--- src/rtl/line_clear_scanner.sv ---
// line_clear_scanner: after a piece locks, walks the playfield bottom-to-top
// once, drops every full row, compacts survivors downward and zero-fills the
// vacated top rows. Emits one score_inc pulse per removed row.
module line_clear_scanner #(
  parameter int ROWS   = 20,
  parameter int COLS   = 10,
  parameter int ROW_AW = 5
) (
  input  logic              clk,
  input  logic              reset,
  input  logic              start,
  output logic              busy,
  output logic              done,
  output logic [ROW_AW-1:0] row_addr,
  input  logic [COLS-1:0]   row_rd_data,
  output logic              row_wr_en,
  output logic [COLS-1:0]   row_wr_data,
  output logic              score_inc,
  output logic [ROW_AW-1:0] lines_cleared
);

  localparam logic [2:0] S_IDLE  = 3'd0;
  localparam logic [2:0] S_READ  = 3'd1;
  localparam logic [2:0] S_CHECK = 3'd2;
  localparam logic [2:0] S_WRITE = 3'd3;
  localparam logic [2:0] S_FILL  = 3'd4;
  localparam logic [2:0] S_DONE  = 3'd5;

  localparam logic [ROW_AW-1:0] LAST_ROW = ROW_AW'(ROWS - 1);

  logic [2:0]        state;
  logic [ROW_AW-1:0] rd_ptr;   // next row to inspect
  logic [ROW_AW-1:0] wr_ptr;   // next destination for a surviving row
  logic [ROW_AW-1:0] count;    // rows removed so far in this pass
  logic [COLS-1:0]   hold;     // surviving row waiting to be written down

  logic row_full;
  assign row_full = &row_rd_data;

  // Scan sequencer: pointers, removed-row count and state transitions.
  always_ff @(posedge clk or posedge reset) begin
    if (reset) begin
      state         <= S_IDLE;
      rd_ptr        <= LAST_ROW;
      wr_ptr        <= LAST_ROW;
      count         <= '0;
      hold          <= '0;
      lines_cleared <= '0;
    end else begin
      case (state)
        S_IDLE: begin
          if (start) begin
            rd_ptr <= LAST_ROW;
            wr_ptr <= LAST_ROW;
            count  <= '0;
            state  <= S_READ;
          end
        end
        S_READ: state <= S_CHECK;
        S_CHECK: begin
          if (row_full) begin
            count <= count + 1'b1;
          end else if (wr_ptr == rd_ptr && wr_ptr != '0) begin
            // Nothing removed below yet: the row already sits where it belongs.
            wr_ptr <= wr_ptr - 1'b1;
          end
          if (!row_full && wr_ptr != rd_ptr) begin
            hold  <= row_rd_data;
            state <= S_WRITE;
          end else if (rd_ptr == '0) begin
            // A full top row counts too, so look at the incremented count.
            state <= (row_full || count != '0) ? S_FILL : S_DONE;
          end else begin
            rd_ptr <= rd_ptr - 1'b1;
            state  <= S_READ;
          end
        end
        S_WRITE: begin
          // wr_ptr is strictly above rd_ptr here, so it never wraps.
          wr_ptr <= wr_ptr - 1'b1;
          if (rd_ptr == '0) begin
            state <= S_FILL;
          end else begin
            rd_ptr <= rd_ptr - 1'b1;
            state  <= S_READ;
          end
        end
        S_FILL: begin
          // Entered with wr_ptr == count-1: zero rows count-1 .. 0.
          if (wr_ptr == '0) state <= S_DONE;
          else              wr_ptr <= wr_ptr - 1'b1;
        end
        S_DONE: begin
          lines_cleared <= count;
          state         <= S_IDLE;
        end
        default: state <= S_IDLE;
      endcase
    end
  end

  // Memory port and status outputs decoded from the current state.
  always_comb begin
    busy        = 1'b0;
    done        = 1'b0;
    row_addr    = '0;
    row_wr_en   = 1'b0;
    row_wr_data = '0;
    score_inc   = 1'b0;
    case (state)
      S_READ: begin
        busy     = 1'b1;
        row_addr = rd_ptr;
      end
      S_CHECK: begin
        busy      = 1'b1;
        score_inc = row_full;
      end
      S_WRITE: begin
        busy        = 1'b1;
        row_addr    = wr_ptr;
        row_wr_en   = 1'b1;
        row_wr_data = hold;
      end
      S_FILL: begin
        busy      = 1'b1;
        row_addr  = wr_ptr;
        row_wr_en = 1'b1;
      end
      S_DONE:  done = 1'b1;
      default: ;
    endcase
  end

endmodule

--- config.mk ---
export PLATFORM = sky130hd
export DESIGN_NAME = line_clear_scanner
export DESIGN_NICKNAME = d
export VERILOG_FILES = /design/src/rtl/line_clear_scanner.sv
export SDC_FILE = /design/constraint.sdc
export NUM_CORES = 1
export LEC_CHECK = 0
export ABC_AREA = 1
export BUFFER_PORTS_ARGS = -buffer_cell sky130_fd_sc_hd__buf_4
export CAP_MARGIN = 20
export CORE_MARGIN = 8
export CORE_UTILIZATION = 30
export CTS_CLUSTER_DIAMETER = 200
export CTS_CLUSTER_SIZE = 24
export DETAILED_ROUTE_END_ITERATION = 6
export SETUP_SLACK_MARGIN = 0.15
export SYNTH_ARGS = -nofsm -noshare
export SYNTH_HDL_FRONTEND = slang
export SYNTH_SLANG_ARGS = --single-unit
--- constraint.sdc ---
create_clock -name clk -period 1.6 [get_ports clk]
set_input_delay 0.32 -clock clk [delete_from_list [all_inputs] [get_ports clk]]
set_output_delay 0.32 -clock clk [all_outputs]
set_load 0.01 [all_outputs]
==> results of run 1 <==
path summary, 6_finish.rpt:
check | to | cells past startpoint
max reg2reg | wr_ptr[3] | 12
min in group clk | hold[2] | 3
min | hold[7] | 3
max in group asynchronous | wr_ptr[0] | 3
min reg2reg | lines_cleared[4] | 2
max | row_addr[0] | 7
through the flow:
| stage | instance area, um2 | instances | TNS (ps) | power (mW) |
|---|---|---|---|---|
| 6_report | 3240 | 435 | -2300 | 7.05 |
| 5_1_grt | 3240 | 435 | -4220 | 7.58 |
| 4_1_cts | 2920 | 418 | -1610 | 6.18 |
| 3_5_place_dp | 2490 | 395 | 0 | 4.70 |
| 3_3_place_gp | 2490 | 395 | 0 | 4.67 |
| 2_1_floorplan | 2080 | 273 | 0 | 3.75 |
layer usage:
layer | global-route usage | routed length [um]
met2 | 0.184 | 2810
met1 | 0.131 | 2560
met5 | 0 | 0
met3 | 0.0317 | 206
met4 | 0.0401 | 65
power by group:
part / switching (mW) / internal [mW] / leakage [nW] / total [mW]
Sequential: 0.266 / 1.24 / 0.412 / 1.50
Clock: 0.305 / 0.389 / 0.0542 / 0.694
Combinational: 2.69 / 2.16 / 1.16 / 4.85
Total: 3.26 / 3.78 / 1.63 / 7.05
synth_stat cells (2+ instances only):
cell and instances:
o21ai_1 3, clkinv_1 2, nand3b_1 2, nor2_2 2, nand2_1 79, xnor2_1 2
nand3_1 25, o22ai_1 5, dfrtp_1 27, nor2_4 2, inv_1 32, dfstp_2 6
ha_1 6, inv_2 3, o21ai_2 10, nand2_2 11, nand4_1 5, nor2_1 25
a21oi_1 3, o21ai_0 10, buf_6 2
layout by cell type, fill, tap and decap left out, types with 6 or more instances in the layout:
| master | n |
|---|---|
| buf_6 | 15 |
| clkbuf_8 | 7 |
| dfrtp_1 | 24 |
| o21ai_0 | 6 |
| nand2_4 | 17 |
| nor2_2 | 11 |
| nand3_2 | 7 |
| nor2_1 | 13 |
| buf_4 | 56 |
| nand2_1 | 64 |
| dfstp_2 | 6 |
| inv_1 | 27 |
| nand3_1 | 17 |
| o21ai_1 | 6 |
| nand2_2 | 11 |
| o21ai_2 | 10 |
cells by family after synthesis:
group | count (synthesis) | share of synthesized area
AO/OA/AOI/OAI | 33 | 0.106
XOR/XNOR | 3 | 0.0129
adder cells (fa/ha/maj) | 6 | 0.0367
buffers and inverters | 42 | 0.0863
flip-flops | 33 | 0.408
AND/OR/NAND/NOR | 156 | 0.350
repair_timing:
action                     CTS  global route
setup endpoints to repair   39            50
gates resized for setup     50            57
pin swaps                   17            18
cloned                       0             4
buffers inserted            15            13
state kept, by name, indices dropped and copies added (netlist names):
register	cells
rd_ptr	5
count	5
lines_cleared	5
hold	10
wr_ptr	5
state	3
critical path, delay by kind of cell, from the launching register on:
kind	cells	cell delay, ps
flops	1	410
buf+inv	3	270
simple gates	3	350
compound gates	1	90
final cells by class:
type | instances | area, um2 | area share
clock inverters | 1 | 5.00 | 0.00154
repair inverters | 3 | 47.5 | 0.0147
inverters | 39 | 180 | 0.0556
clock buffers | 7 | 96.3 | 0.0297
well taps | 80 | 100 | 0.0309
repair buffers | 73 | 629 | 0.194
multi-input cells | 199 | 1350 | 0.415
flip-flops and latches | 33 | 837 | 0.258
==> flow_summary_export.csv, run 1 <==
group,metric,value,unit
layout,design.final.nets,373,
global_routing,antenna_found_initial,0,
layout,fin_util,0.485,
global_routing,grt_pass1_vias,1968,
yosys,synth_enable_flop_cells,0,
sta,setup_slack,-143,ps
die,die_w,98.6,um
critical_path,r2r-start,"state[1]",
yosys,yosysUniqueCellTypes,32,
die,dieArea,9710,um2
cts,cts.htree.levels,2,
cts,cts_root_buf,"clkbuf_8",
outcome,status,"finished, violations left",
cts,cts_hold_buf,0,
hold_path,hold_path.class,"input port to async pin",
sta,finalHoldViolations,0,
yosys,ys_seq_area_frac,0.408,
sta,min_period_over_period,1.09,
layout,antennaDiodeCount,0,
cts,cts_buffers,5,
layout,final_layout_size_suffix_gt1_frac,0.504,
sta,fin_worst_skew,4.97,ps
sta,tightest_slew,422,ps
critical_path,crit_type,"flip-flop to primary output",
power,power_density,2170,nW/um2
yosys,mappedNetlistArea,2040,um2
yosys,synthesis.nets,292,
outcome,violations,"negative setup slack",
sta,fin_crit,1740,ps
global_routing,grt_max_degree,34,
yosys,avgSynthCellArea,7.49,um2
die,die_h,98.6,um
critical_path,critical_path.max_stage_delay,410,ps
cts,cts.path.max_buffers,2,
critical_path,cp.arrival,1420,ps
die,coreArea,6680,um2
yosys,ys_async_sr_fraction,1.00,
routing,dr.pass1.iters,5,
critical_path,cp_data_required_time,1280,ps
power,peakVddDrop,835,uV
place,portBuffers,36,
critical_path,reg2reg_slack,-30,ps
place,place_congestion,0.834,
yosys,ys_warn_count,0,
routing,antenna_left,0,
critical_path,worst_setup_path_end_kind,"primary output",
die,io_pins,37,
job,cap_violations,0,
place,pre_cts_slack,59.5,ps
yosys,synth-seq-cells,33,
critical_path,cp-start-kind,"flip-flop",
yosys,yosys.area.top_type,"dfrtp_1",
cts,cts_sinks,33,
critical_path,startpoint,"state[1]",
global_routing,grt_overflow,0,
sta,grt_setup_unrepaired,"true",
sta,whs,126,ps
global_routing,grt_pass1_wl,8850,um
routing,vias_per_cell,4.64,
cts,tritoncts,"done",
critical_path,crit_top_cell,"nand2_4",
layout,syn_to_final_growth,58.5,%
routing,drc_errors,0,
yosys,ys_top_cells_by_area,"dfrtp_1 (33%), nand2_1 (15%), dfstp_2 (7.7%), nand3_1 (6.1%), inv_1 (5.9%)",
die,row_count,30,
routing,wire_per_inst,13.0,um
critical_path,path_cells,"inv_2 -> nor2_4 -> nand2_4 -> nand2_4 -> inv_6 -> o22ai_2 -> buf_4",
cts,clk_latency,280,ps
sta,relSlewSlack,0.719,
sta,fmax,0.574,GHz
yosys,synth_top_area_share,0.330,
power,p_leak,1.63,nW
sta,slew_viol_final,0,
place,dp_hpwl,3670,um
critical_path,path_max_fanout,5,
layout,fillCellCount,628,
routing,first_iter_violations,63,
routing,routed_wl,5640,um
critical_path,cpMaxStageDelayCell,"dfrtp_1",
sta,setup-violations-final,22,
cts,path_clk_slew,70,ps
routing,num_vias,2018,
die,initial_utilization,0.306,
global_routing,grtUsageTotal,0.110,
yosys,ys.flop_type,"dfrtp_1",
yosys,postSynthCellCount,273,
Power figures use the tool's default switching activity.
==> run 2, diff against run 1 <==
CORE_MARGIN = not set   (was 8)
==> run 2 against run 1 <==
  * The flow finishes with violations (design-rule violations, negative setup slack)
  * Register-to-register slack improved by 20 ps
  * Count of clock-buffer cells in the layout unchanged
  * Largest power group unchanged
  * Maximum frequency up 0.68%
==> flow_summary_export.csv, run 2 (same netlist as run 1, synthesis figures left out) <==
group,metric,value,unit
power,finalPower,6.96,mW
critical_path,cp-start-kind,"flip-flop",
sta,tightest_slew,436,ps
outcome,status,"finished, violations left",
cts,path_clk_slew,70,ps
layout,final_cell_mix,"nand2_1 (63), buf_4 (56), inv_1 (27)",
cts,cts_hold_buf,0,
routing,wire_per_inst,13.1,um
critical_path,path_cells,"inv_2 -> nor2_4 -> nand2_4 -> nand2_4 -> inv_6 -> o22ai_2 -> buf_4",
die,initial_utilization,0.317,
routing,drc_errors,8,
sta,fin_worst_skew,6.92,ps
power,peakVddDrop,854,uV
cts,cts_sinks,33,
power,p_sw_frac,0.466,
critical_path,startpoint,"state[1]",
sta,setup-violations-final,22,
place,portBuffers,36,
cts,clk_latency,280,ps
power,p_leak,1.60,nW
critical_path,worst_setup_path_end_kind,"primary output",
place,placement.cell_area,2510,um2
layout,final_layout_size_suffix_gt1_frac,0.499,
job,cap_violations,0,
global_routing,grt_pass1_vias,1940,
power,combPwrFrac,0.683,
layout,design.final.nets,369,
sta,fmax,0.578,GHz
sta,fin_crit,1730,ps
cts,cts.htree.levels,2,
routing,routed_wl,5590,um
die,die_h,84.6,um
cts,cts_buffers,5,
sta,tns,-1910,ps
outcome,violations,"design-rule violations, negative setup slack",
hold_path,hold_path.class,"input port to async pin",
layout,fin_area,3180,um2
global_routing,grt_overflow,0,
sta,finalHoldViolations,0,
cts,cts_root_buf,"clkbuf_8",
critical_path,cp.arrival,1410,ps
cts,tritoncts,"done",
sta,slew_viol_final,0,
sta,min_period_over_period,1.08,
sta,grt_setup_unrepaired,"true",
cts,cts.path.max_buffers,2,
critical_path,cp_data_required_time,1280,ps
sta,whs,137,ps
die,coreArea,6460,um2
critical_path,timing.rr.end,"hold[8]",
power,p_switching,3.25,mW
critical_path,reg2reg_slack,-10,ps
routing,vias_per_cell,4.71,
critical_path,crit_type,"flip-flop to primary output",
power,p_clk_frac,0.100,
critical_path,r2r-start,"state[1]",
routing,antenna_left,0,
global_routing,grt_pass1_wl,9050,um
critical_path,crit_top_cell,"nand2_4",
critical_path,r2r_cells,11,
critical_path,critical_path.max_stage_delay,410,ps
layout,regMostFlops,"hold",
global_routing,grt_max_degree,34,
layout,antennaDiodeCount,0,
global_routing,antenna_found_initial,0,
layout,syn_to_final_growth,55.4,%
power,power_density,2190,nW/um2
layout,largest_register_ffs,10,
routing,first_iter_violations,95,
critical_path,cpMaxStageDelayCell,"dfrtp_1",
routing,num_vias,2017,
critical_path,critPathTopFamily,"flip-flops",
power,seq_power_share,0.217,
routing,dr.pass1.iters,7,
die,io_pins,37,
place,place_congestion,0.848,
sta,relSlewSlack,0.709,
layout,final_common_cell,"nand2_1",
die,die_w,84.6,um
sta,setup_slack,-131,ps
die,row_count,29,
critical_path,path_max_fanout,5,
critical_path,critical_path_buf_inv_count,3,
die,dieArea,7150,um2
layout,fillCellCount,648,
place,dp_hpwl,3570,um
power,intPower,3.72,mW
global_routing,grtUsageTotal,0.157,
run 2: cell type report:
class                           instances  area, um2  share of cell area
Inverter                               39        189              0.0594
Sequential cell                        33        837               0.263
Multi-Input combinational cell        199       1340               0.421
Clock buffer                            7       96.3              0.0303
Tap cell                               77       96.3              0.0303
Timing Repair inverter                  3       36.3              0.0114
Clock inverter                          1       5.00             0.00157
Timing Repair Buffer                   69        579               0.182
run 2: worst max path at each step:
| stage | cells after the start | to | slack [ps] |
|---|---|---|---|
| 2_1_floorplan | 8 | rd_ptr[2] | 130 |
| 3_3_place_gp | 8 | rd_ptr[2] | 60 |
| 3_5_place_dp | 8 | rd_ptr[2] | 70 |
| 4_1_cts | 4 | row_addr[3] | -120 |
| 5_1_grt | 6 | row_addr[4] | -200 |
| 6_report | 7 | row_addr[0] | -130 |
run 2: layer usage:
layer / up-vias / share of wire / global-route usage
met2: 44 / 0.47 / 0.245
met3: 8 / 0.048 / 0.0374
met4: 0 / 0.017 / 0.0493
met5: - / 0 / 0
li1: 1025 / - / -
met1: 940 / 0.46 / 0.214
run 2: tightest hold or removal path, cell delays in order:
cell   delay (ps)
buf_4         100
inv_1          40
buf_4         380
run 2: what timing repair did:
action | 4_1_cts | 5_1_grt
endpoints found under the hold margin | 0 | 0
setup endpoints to repair | 39 | 48
pin swaps | 14 | 19
gates cloned | 3 | 1
gates resized for setup | 42 | 62
setup buffers | 13 | 8
run 2: metrics by stage:
step                 util  worst slack (ps)  cells
floorplan               -               132    273
global placement    0.389              57.8    395
detailed placement  0.389              66.1    395
CTS                 0.448              -120    419
global route        0.492              -203    428
finish              0.492              -131    428
run 2: power by group through the flow:
stage,combinational [mW],sequential (mW),clock (mW)
2_1_floorplan,2.30,1.45,0
6_report,4.76,1.51,0.698
4_1_cts,4.01,1.49,0.718
3_5_place_dp,3.23,1.51,0
5_1_grt,5.21,1.56,0.756
3_3_place_gp,3.21,1.51,0
==> run 3, diff against run 2 <==
BUFFER_PORTS_ARGS = not set   (was -buffer_cell sky130_fd_sc_hd__buf_4)
DONT_BUFFER_PORTS = 1   (was not set)
==> run 3 against run 2 <==
  * The run still ends with design-rule violations, negative setup slack left
  * Routed wire length shrank 6.2%
  * Maximum frequency grew 2.1%
  * Non-clock buffer count is 37 lower
  * Global-route usage is 1.2 points lower
  * Worst setup slack better by 36 ps
  * Sequential cell count did not move
  * Power down 6.6%
  * First-iteration DRC count shrank 2.1%
  * Final cell count is 8.9% lower
  * Clock power down 12%
  * Register-to-register slack better by 50 ps
  * Design area fell by 9.0%
==> flow_summary_export.csv, run 3 (same netlist as run 1, synthesis figures left out) <==
group,metric,value,unit
die,die_h,84.6,um
die,io_pins,37,
routing,first_iter_violations,93,
sta,setup-violations-final,19,
sta,relSlewSlack,0.717,
layout,final_common_cell,"nand2_1",
critical_path,cp_data_required_time,1280,ps
global_routing,grt_pass1_wl,8160,um
cts,cts_hold_buf,0,
cts,cts_buffers,5,
critical_path,cp-start-kind,"flip-flop",
critical_path,crit_type,"flip-flop to primary output",
layout,fillCellCount,634,
layout,regMostFlops,"hold",
layout,final_cell_mix,"nand2_1 (61), inv_1 (26), dfrtp_1 (24)",
critical_path,path_max_fanout,5,
routing,wire_per_inst,13.4,um
sta,min_period_over_period,1.06,
critical_path,worst_setup_path_end_kind,"primary output",
sta,slew_viol_final,0,
global_routing,grt_pass1_vias,1770,
cts,path_clk_slew,80,ps
power,power_density,2250,nW/um2
global_routing,grtUsageTotal,0.145,
sta,finalHoldViolations,0,
cts,tritoncts,"done",
critical_path,reg2reg_slack,40,ps
cts,cts.htree.levels,2,
global_routing,antenna_found_initial,0,
sta,fin_worst_skew,12.1,ps
sta,grt_setup_unrepaired,"true",
sta,setup_slack,-95.1,ps
critical_path,crit_top_cell,"nand2_4",
die,row_count,29,
die,initial_utilization,0.317,
sta,fmax,0.590,GHz
hold_path,hold_path.class,"input port to async pin",
critical_path,cpMaxStageDelayCell,"dfrtp_1",
routing,routed_wl,5240,um
routing,num_vias,1876,
layout,design.final.nets,331,
outcome,violations,"design-rule violations, negative setup slack",
cts,clk_latency,290,ps
die,dieArea,7150,um2
place,portBuffers,0,
global_routing,grt_max_degree,34,
sta,tns,-749,ps
layout,largest_register_ffs,10,
cts,cts_root_buf,"clkbuf_8",
routing,drc_errors,4,
critical_path,cp.arrival,1380,ps
place,pre_cts_slack,22.6,ps
layout,antennaDiodeCount,0,
cts,cts.path.max_buffers,2,
sta,tightest_slew,425,ps
layout,final_layout_size_suffix_gt1_frac,0.457,
layout,syn_to_final_growth,41.4,%
cts,cts_sinks,33,
outcome,status,"finished, violations left",
routing,vias_per_cell,4.81,
place,place_congestion,0.836,
critical_path,path_cells,"inv_2 -> nor2_4 -> nand2_4 -> nand2_4 -> inv_6 -> o22ai_2 -> buf_4",
critical_path,critical_path.max_stage_delay,410,ps
place,dp_hpwl,3470,um
power,p_leak,1.37,nW
sta,fin_crit,1700,ps
global_routing,grt_overflow,0,
job,cap_violations,0,
routing,antenna_left,0,
power,peakVddDrop,752,uV
die,die_w,84.6,um
die,coreArea,6460,um2
routing,dr.pass1.iters,7,
run 3: worst paths after layout:
check                      cells past startpoint          end      startpoint
hold / removal                                 2      hold[1]           reset
max in group asynchronous                      2    wr_ptr[4]           reset
setup / recovery                               7  row_addr[0]        state[1]
setup reg to reg                              10      hold[2]       wr_ptr[0]
min in group clk                               2      hold[9]  row_rd_data[9]
hold reg to reg                                2    wr_ptr[4]       wr_ptr[4]
run 3: final cells by class:
class	instances	area, um2	share of cell area
flip-flops and latches	33	837	0.289
repair buffers	32	289	0.100
well taps	77	96.3	0.0333
repair inverters	2	22.5	0.00779
inverters	39	170	0.0588
clock inverters	2	10.0	0.00346
clock buffers	6	72.6	0.0251
multi-input cells	199	1390	0.482
run 3: worst max-delay path: cells and delay by family, from the launching register on:
| family | cells | cell delay, ps |
|---|---|---|
| DFF | 1 | 410 |
| and+or+nand+nor | 3 | 300 |
| buffers and inverters | 3 | 280 |
| AOI/OAI and AO/OA | 1 | 90 |
run 3: layer usage:
layer	global-route usage	vias to the layer above	part of all wire
li1	-	946	-
met1	0.187	884	0.43
met2	0.231	39	0.51
met3	0.0442	7	0.043
met4	0.0493	0	0.013
met5	0	-	0
run 3: what timing repair did:
item                       4_1_cts  5_1_grt
pin swaps                       18       15
buffers inserted                11        4
gates cloned                     0        3
setup endpoints to repair       42       49
resized for setup               54       53
run 3: per-stage QoR:
| stage | hold slack, ps | cell area [um2] | total power, mW | utilization | cells |
|---|---|---|---|---|---|
| after floorplan | 429 | 2080 | 3.75 | - | 273 |
| after global placement | 336 | 2280 | 4.44 | 0.353 | 364 |
| after detailed placement | 334 | 2280 | 4.48 | 0.353 | 364 |
| after CTS | 24.6 | 2660 | 5.81 | 0.411 | 383 |
| after global routing | 37.2 | 2890 | 7.04 | 0.448 | 390 |
| final | 1.36 | 2890 | 6.51 | 0.448 | 390 |
run 3: power by group:
part           internal [mW]  leakage, nW  total (mW)  switching (mW)
combinational           1.78        0.918        4.37            2.59
clock                  0.302       0.0450       0.615           0.314
sequential              1.24        0.412        1.52           0.284
total                   3.32         1.37        6.51            3.19
